$ cat config.mk
export PLATFORM = sky130hd
export DESIGN_NAME = bus_arb
export DESIGN_NICKNAME = d
export VERILOG_FILES = /design/src/rtl/bus_arb.sv
export SDC_FILE = /design/constraint.sdc
export NUM_CORES = 1
export LEC_CHECK = 0
export CORE_AREA = 5 5 101 103
export DETAILED_ROUTE_END_ITERATION = 16
export DIE_AREA = 0 0 106 108
export PLACE_DENSITY = 0.63
export SLEW_MARGIN = 15
export SYNTH_ARGS = -nofsm -noshare
export SYNTH_HDL_FRONTEND = slang
export SYNTH_SLANG_ARGS = --single-unit
$ cat constraint.sdc
create_clock -name clk -period 2.5 [get_ports clk]
set_input_delay 0.5 -clock clk [delete_from_list [all_inputs] [get_ports clk]]
set_output_delay 0.5 -clock clk [all_outputs]
set_load 0.01 [all_outputs]
$ cat src/rtl/bus_arb.sv
// bus_arb: round-robin two-master bus arbiter; define BUS_ARB_TIMEOUT_EN to enable the no-ack watchdog.
module bus_arb #(
  parameter int TIMEOUT = 255
) (
  input  logic        clk,
  input  logic        rst,
  input  logic        m0_stb,
  input  logic        m1_stb,
  input  logic        m0_we,
  input  logic        m1_we,
  input  logic [23:2] m0_addr,
  input  logic [23:2] m1_addr,
  input  logic [31:0] m0_dout,
  input  logic [31:0] m1_dout,
  output logic [31:0] m0_din,
  output logic [31:0] m1_din,
  output logic        m0_ack,
  output logic        m1_ack,
  output logic        bus_stb,
  output logic        bus_we,
  output logic [23:2] bus_addr,
  output logic [31:0] bus_dout,
  input  logic [31:0] bus_din,
  input  logic        bus_ack,
  output logic [1:0]  gnt,
  output logic        tmo
);
  typedef enum logic [1:0] {IDLE, GNT0, GNT1} state_t;
  state_t state;
  logic last;
  logic act, sel, cur_stb, force_ack, done;
  logic [31:0] din;
  assign act = state != IDLE;
  assign sel = state == GNT1;
  assign cur_stb = sel ? m1_stb : m0_stb;
`ifdef BUS_ARB_TIMEOUT_EN
  logic [7:0] cnt;
  assign force_ack = act && cur_stb && !bus_ack && cnt == 8'(TIMEOUT - 1);
  // a new grant always starts from IDLE or a completed transfer, so both clear the count
  always_ff @(posedge clk)
    if (rst || !act || done) cnt <= '0;
    else cnt <= cnt + 8'd1;
`else
  assign force_ack = 1'b0;
`endif
  assign done = act && (bus_ack || force_ack);
  assign din = force_ack ? '1 : bus_din;
  assign bus_stb = act && cur_stb;
  assign bus_we = act && (sel ? m1_we : m0_we);
  assign bus_addr = act ? (sel ? m1_addr : m0_addr) : '0;
  assign bus_dout = act ? (sel ? m1_dout : m0_dout) : '0;
  assign m0_ack = state == GNT0 && done;
  assign m1_ack = state == GNT1 && done;
  assign m0_din = state == GNT0 ? din : '0;
  assign m1_din = state == GNT1 ? din : '0;
  assign gnt = {state == GNT1, state == GNT0};
  assign tmo = force_ack;
  always_ff @(posedge clk)
    if (rst) begin
      state <= IDLE;
      last <= 1'b1;
    end else if (!act) begin
      state <= m0_stb && (!m1_stb || last) ? GNT0 : m1_stb ? GNT1 : IDLE;
    end else if (done) begin
      last <= sel;
      state <= (sel ? m0_stb : m1_stb) ? (sel ? GNT0 : GNT1) : IDLE;
    end else if (!cur_stb) begin
      state <= IDLE;
    end
endmodule

# After elaboration in Yosys (flattened, before gate mapping)

Index checks and enable logic that the tools add are counted.

Bits in registers: 3
Bits of input ports: 147
Output and inout port bits: 125
Logic and storage cells: 31

Equal/unequal tests: 3
Muxes and demuxes: 16
Reductions and logical operators: 10

Operator list:

| cell                 | number |
|---|---|
| $mux W32             | 4 |
| $mux W22             | 2 |
| $mux W2              | 7 |
| $logic_and A1 B1 Y1  | 6 |
| $mux W1              | 3 |
| $ne A3 B2 Y1 const B | 1 |
| $eq A2 B1 Y1 const B | 1 |
| $eq A2 B2 Y1 const B | 1 |
| $reduce_and A2 Y1    | 1 |
| $reduce_bool A2 Y1   | 1 |
| $logic_not A1 Y1     | 1 |
| $logic_or A1 B1 Y1   | 1 |

# Logic depth before layout (Yosys ltp)

Gate-level depths: netlist of the first run.

Word-level depth: 5
Depth in mapped cells: 5
Depth with buffers taken out: 3

# Worst setup path after synthesis of the first run

OpenSTA, ideal clock, no wires.

Path kind: register -> output
Start: register state[1]
End: output bus_dout[25]
Data arrival time: 1.024 ns
Data required time: 2.000 ns
Path slack: 0.976 ns
Stages on the path, launching flop included: 6
Buffers on the path: 2
Cells stage by stage: dfxtp_1 -> inv_2 -> nor2_4 -> buf_6 -> buf_6 -> a22o_1

Word-level cells in the longest chain between the ends: 3
Elaborated cells on any way between the ends: 4
Classes of those cells: eq/ne: 1; mux: 2; reduce/logical: 1

Ends and longest elaborated chain:

| what                   | RTL line | RTL |
|---|---|---|
| from (decl)            | 29       | `state_t state;` |
| from (signal assigned) | 63       | `state <= m0_stb && (!m1_stb \|\| last) ? GNT0 : m1_stb ? GNT1 : IDLE;` |
| from (signal assigned) | 66       | `state <= (sel ? m0_stb : m1_stb) ? (sel ? GNT0 : GNT1) : IDLE;` |
| $eq A2 B2 Y1           | 34       | `assign sel = state == GNT1;` |
| $mux W32               | 51       | `assign bus_dout = act ? (sel ? m1_dout : m0_dout) : '0;` |
| $mux W32 (*)           | 51       |  |
| to (decl)              | 22       | `output logic [31:0] bus_dout,` |

Every way passes the cells marked *; elsewhere a longest branch is shown, timed or not.

# Worst setup path in the final report of the first run

Start: register state[1]
End: output bus_dout[16]

The elaborated chain is that of the path after synthesis.

==> metrics.txt, run 1 <==
CTS H-tree depth=1; Vias=approximately 2.2k; Fmax=about 420 MHz; post-DP HPWL=7491 um; CTS resizes=0; Post-CTS Setup Bufs=0; Avg Inst Size Synth=7.338 um2; share of cells above drive strength 1=2.381%; crit path time final=2387 ps; most used routing layer=met2; global-route wire length before repair=12870 um; Die Y=108 um; routing usage on met1=between 15 and 20%; Yosys warnings=0; core footprint=9109 um2; Synth Cell Area=roughly 1200 um2; initial antenna violation count=0; area leader, netlist=a22o_1; Max VDD drop=0.0001509 V; P&R area growth vs syn=237.0%; Crit. Startpoint=state[1]; final hold slack=564.0 ps; crit path capture type=primary output; grt met3 use=4.358%; crit path DAT=between 1500 and 2000 ps; slowest CP cell=clkdlybuf4s50_1; WL final=between 9000 and 10000 um; CTS tree=yes; #FFs+latches synth=3; FF-to-FF Start=state[0]; Placer Congestion=0.7854; Ant. Diodes=0; number of setup violations in the final report=0; EDFF count, synth=0; commonest cells in the synthesized netlist=and2_1 (66), a22o_1 (55), buf_2 (11); num ports=272; vias in the first global route=2187; Placed Area=3961 um2; register-to-register setup slack=1370 ps; Post-Syn Nets=310; GRT Overall Usage=about 14%; cell chain of the critical path=inv_2 > nor2_4 > buf_12 > a22o_1 > clkdlybuf4s50_1; Max Fanout on Critical Path=45; Initial Util=13.13%; 1st-iter DRT viols=72; Root Buffer=clkbuf_8; Max Slew Vio Count=0; Die Footprint=approximately 11000 um2; P per Cell Area=228.9 nW/um2; Critical Path RT=roughly 2000 ps; kind of critical path=reg -> out; Critical R2R Capture=state[1]; Final Cell Area=between 4000 and 5000 um2; Startpoint Class=flop; Top FF cell, synth=dfxtp_1; hold_buf cts=0; Reg clk slew, reported paths=about 30 ps; NumNets Final=568; Remaining Overflow, GRT=0; Fill cells=roughly 900; top-area cell type share of the netlist area=40.27%; Clock Path Buffers=2; Fin. Hold Viols=0; Final Cycle Share=95.48%; drt pass-1 iters=4; Netlist cell types=21; Setup Skew=1.880 ps; Post-synth ARST share=0%; clock sinks=3; Reg2Reg Depth=3; clock latency on the worst-skew pair=210 ps; met2 GRT Util=26.82%; Routed WL per cell=17.11 um; Lkg Pwr=0.001519 uW; status=complete, no violations; maxcap violations=0; largest net degree at the start of global routing=90; width of the chip=roughly 110 um; Worst Setup EP=bus_dout[16]; sequential fraction of the synthesis area=5.021%; Vias/cell=4.181; Critical Path Max Stage Delay=550 ps; cell count after synthesis=163; # rows=35; post-route ant nets=0; Buffers on Ports=270; synth top area cells=a22o_1 (40%), and2_1 (35%), dfxtp_1 (5.0%); most numerous cell in the Yosys netlist=and2_1; total CTS buffers=3; # DRC=0; worst min path class=reg -> reg; hold wc startpoint=last
## layer usage
layer  up-vias  share of wire (%)
li1       1108                  -
met1       989                 37
met2       119                 54
met4         0               0.36
met3         4                9.5
met5         -                  0
## logic make-up (layout without fill, tap and decap cells)
| group | after synthesis | in the layout | share of synthesized area (%) |
|---|---|---|---|
| compound gates | 64 | 64 | 45.29 |
| other cells | 1 | 1 | 0.3135 |
| simple gates | 73 | 73 | 38.60 |
| flops | 3 | 3 | 5.021 |
| buf+inv | 22 | 279 | 10.77 |
## cells in the final DEF (no fill, tap or decap)
cell type and instances:
a2111oi_0 1, inv_2 1, a21o_1 3, o21ai_0 2
a22o_1 55, and4b_1 1, a211o_1 1, a21oi_1 2
clkbuf_1 1, clkbuf_16 1, buf_12 2, and2_1 66
nor2b_1 1, conb_1 1, clkdlybuf4s50_1 270, buf_4 1
dfxtp_2 1, clkbuf_8 3, nor2_4 1, and2b_1 1
nand2_1 2, nand2b_1 1, dfxtp_1 2
## how the worst min path moves through the flow
| stage | endpoint | cells past startpoint |
|---|---|---|
| 4_1_cts | last | 2 |
| 2_1_floorplan | last | 2 |
| 3_5_place_dp | last | 2 |
| 3_3_place_gp | last | 2 |
| 5_1_grt | last | 2 |
| 6_report | last | 2 |
## flip-flops by register name, summed over array words and instances, names as in the netlist
signal and flops:
state 2, last 1
## final cells by class
class / count / area (um2) / share of cell area [%]
well taps: 111 / 138.9 / 3.445
flip-flops and latches: 3 / 61.31 / 1.521
repair buffers: 274 / 2775 / 68.84
multi-input cells: 138 / 1007 / 24.98
clock buffers: 4 / 45.04 / 1.117
inverters: 1 / 3.754 / 0.09311
## report_power, final
group	switching [uW]	total, uW	internal (uW)
Clock	31.4	140	109
Sequential	5.76	57.6	51.8
Combinational	242	725	483
## stage by stage
step | setup slack (ps) | std cells | power (uW) | setup TNS, ps | utilization [%]
floorplan | 976.3 | 163 | 289.7 | 0 | -
global placement | 220.9 | 526 | 776.8 | 0 | 43.49
detailed placement | 235.8 | 526 | 782.0 | 0 | 43.49
CTS | 50.15 | 530 | 930.5 | 0 | 43.98
global route | -7.381 | 531 | 979.3 | -7.381 | 44.26
finish | 113.0 | 531 | 922.8 | 0 | 44.26
## critical path, delay by kind of cell, from the launching register on
| kind | cells | cell delay, ps |
|---|---|---|
| AO/OA/AOI/OAI | 1 | 160 |
| buffers and inverters | 3 | 880 |
| flip-flops | 1 | 400 |
| AND/OR/NAND/NOR | 1 | 190 |
Note: power is estimated with default switching activity, not from simulation.
==> inputs of run 2 (changes only) <==
- ABC_AREA: not set -> 1
- CORE_AREA: 5 5 101 103 -> 5 5 102 104
- DIE_AREA: 0 0 106 108 -> 0 0 107 109
- PLACE_DENSITY: 0.63 -> 0.62
==> run 2 against run 1 <==
Clock power is essentially flat. Maximum frequency grew 2.8%. Worst setup slack gained 65 ps. Synthesized area grew 1.4%. Register-to-register slack lost 140 ps. Count of clock-buffer cells in the layout is the same. First-iteration DRC count grew 39%. Global-route usage shrank 1.8 points. Sequential cell count is the same.
==> metrics.txt, run 2 <==
crit path time final=2322 ps (-64.54 ps); hold path endpoint=last; Vias/cell=4.121 (-1.4%); Placer Congestion=0.7679 (-2.2%); FF-to-FF Start=state[0]; Placed Area=3945 um2 (-0.41%); share of cells above drive strength 1=3.004% (+0.62 points); cell chain of the critical path=buf_4 > nor2_1 > inv_2 > nor2_1 > clkdlybuf4s50_1; Post-Synth Simple-Gate Area=27.04% (-12 points); global-route wire length before repair=11600 um (-9.9%); hold depth=2 (unchanged); width of the chip=107 um (+0.94%); register-to-register setup slack=1230 ps (-140 ps); status=complete, no violations; Worst Path Buf+Inv=3 (unchanged); Critical Path RT=2000 ps (about the same); Remaining Overflow, GRT=0 (unchanged); Yosys warnings=0 (unchanged); area leader, netlist=a22o_1; Avg Inst Size Synth=5.886 um2 (-20%); most frequent cells in the layout=clkdlybuf4s50_1 (270), nor2_1 (67), a22o_1 (55); drt pass-1 iters=4 (unchanged); setup TNS=0 ps (unchanged); Post-synth ARST share=0% (unchanged); Reg2Reg Depth=5 (+2); total CTS buffers=3 (unchanged); Post-CTS Setup Bufs=0 (unchanged); Worst path top cell family by delay=buffers and inverters; number of setup violations in the final report=0 (unchanged); num ports=272 (unchanged); # DRC=0 (unchanged); sequential fraction of the synthesis area=4.954% (-0.067 points); slowest CP cell=clkdlybuf4s50_1; Clock Path Buffers=2 (unchanged); Initial Util=12.82% (-0.31 points); top-area cell type share of the netlist area=39.73% (-0.54 points); NumNets Final=614 (+8.1%); Die Y=109 um (+0.93%); core footprint=9459 um2 (+3.8%); WL final=8414 um (-7.4%); P per Cell Area=240.2 nW/um2 (+4.9%); post-DP HPWL=7301 um (-2.5%); Slew headroom=approximately 64%; Max VDD drop=0.0002248 V (+49%); cell count after synthesis=206 (+26%); CTS resizes=0 (unchanged); Top FF cell, synth=dfxtp_1; most common cell after layout, fill and taps aside=clkdlybuf4s50_1; crit path capture type=primary output; synth top area cells=a22o_1 (40%), nor2_1 (21%), inv_1 (11%); Final Cycle Share=92.90% (-2.6 points); Synth Cell Area=1212 um2 (+1.4%); clock sinks=3 (unchanged); Reg clk slew, reported paths=30 ps (about the same); worst min path class=reg -> reg; CTS H-tree depth=1 (unchanged); Top Registers=state: 2 flops, last: 1 flops; routing usage on met1=11.39% (-4.1 points); Fill cells=958 (+8.2%); mux share of post-synthesis cell area=0% (unchanged); 1st-iter DRT viols=100 (+39%); xor and xnor area share after synthesis=0% (unchanged); Ant. Diodes=0 (unchanged); kind of critical path=reg -> out; commonest cells in the synthesized netlist=nor2_1 (67), a22o_1 (55), inv_1 (36), nand2_1 (12), buf_2 (6); CP most frequent cell=nor2_1; maxcap violations=0 (unchanged); # rows=36 (+2.9%); Buffers on Ports=270 (unchanged); Setup Skew=2.459 ps (+0.5791 ps); Synth Area in Compound Gates=41.38% (-3.9 points); Lkg Pwr=0.001673 uW (+10%); hold wc startpoint=last; Post-Syn Nets=353 (+14%); worst slew pin tran=538.0 ps; Final Cell Area=4005 um2 (-0.65%); most used routing layer=met2; crit path DAT=1820 ps (-70 ps); GRT Overall Usage=12.20% (-1.8 points); Root Buffer=clkbuf_8; Critical Path Max Stage Delay=560 ps (about the same); clock latency on the worst-skew pair=220 ps (about the same); max FFs per register=2 (unchanged); most numerous cell in the Yosys netlist=nor2_1; Vias=2390 (+7.7%); #FFs+latches synth=3 (unchanged); EDFF count, synth=0 (unchanged); Max Fanout on Critical Path=33 (-27%); Routed WL per cell=14.51 um (-15%); largest net degree at the start of global routing=61 (-32%); CTS tree=yes; met2 GRT Util=24.51% (-2.3 points); fraction of the mapped netlist area in adder cells=0% (unchanged); post-route ant nets=0 (unchanged); Startpoint Class=flop; RSZ-0062 raised after global routing=false; P&R area growth vs syn=230.3%; Fmax=430.6 MHz (+2.8%); vias in the first global route=2384 (+9.0%); main combinational cell family by area after synthesis=compound AO/OA/AOI/OAI gates; initial antenna violation count=0 (unchanged); grt met3 use=5.388% (+1.0 points); Die Footprint=11660 um2 (+1.9%); Reg with most FFs=state; Netlist cell types=16 (-24%); Max Slew Vio Count=0 (unchanged); Fin. Hold Viols=0 (unchanged); Critical R2R Capture=last; hold_buf cts=0 (unchanged); utilization of the core after routing=42.34% (-1.9 points)
## run 2: changes by cell type in the layout (fill, tap and decap cells not counted), moves of 3 or more
cell / previous run / this run
nor2_1: 0 / 67
and2_1: 66 / 0
inv_1: 0 / 36
nand2_1: 2 / 12
buf_4: 1 / 5
nand3_1: 0 / 4
a21o_1: 3 / 0
## run 2: through the flow
step	hold slack [ps]	cells	worst slack (ps)	total power [uW]
CTS	499.7	578	108.6	972.9
floorplan	447.9	206	881.6	329.6
global placement	477.5	574	211.5	819.3
detailed placement	492.0	574	214.9	823.4
finish	497.0	580	177.6	962.0
global route	536.5	580	16.70	1027
## run 2: layout make-up
| cell class | count | area [um2] | share of cell area (%) |
|---|---|---|---|
| well taps | 114 | 142.6 | 3.561 |
| multi-input cells | 144 | 833.3 | 20.81 |
| flip-flops and latches | 3 | 61.31 | 1.531 |
| clock buffers | 4 | 45.04 | 1.125 |
| inverters | 38 | 142.6 | 3.561 |
| repair buffers | 277 | 2780 | 69.42 |
## run 2: power by group
part           switching (uW)  leakage [uW]  total (uW)  internal (uW)
registers                4.17     0.0000251        56.7           52.5
clock network            32.8     0.0000228         142            109
logic                     276       0.00162         764            488
total                     313       0.00167         962            649
## run 2: worst max path at each step
stage / start / to / slack [ps] / depth (start not counted)
floorplan: state[0] / m0_din[10] / 880 / 6
global placement: bus_ack / m0_ack / 210 / 4
detailed placement: bus_ack / m0_ack / 210 / 4
CTS: state[1] / m1_din[7] / 110 / 6
global route: state[1] / m0_din[22] / 20 / 5
finish: state[1] / m0_din[15] / 180 / 5
## run 2: cells by family after synthesis
| group | after synthesis |
|---|---|
| AOI/OAI and AO/OA | 59 |
| buffers and inverters | 59 |
| DFF | 3 |
| other | 1 |
| and+or+nand+nor | 84 |
## run 2: layer usage
metal,part of all wire (%),vias up
li1,-,1195
met1,33,1022
met2,53,165
met3,13,8
met5,0,-
met4,0.93,0
## run 2: worst min-delay path: stages (launching register included)
cell and delay [ps]:
dfxtp_1 340, a21oi_1 80, nand2_1 50
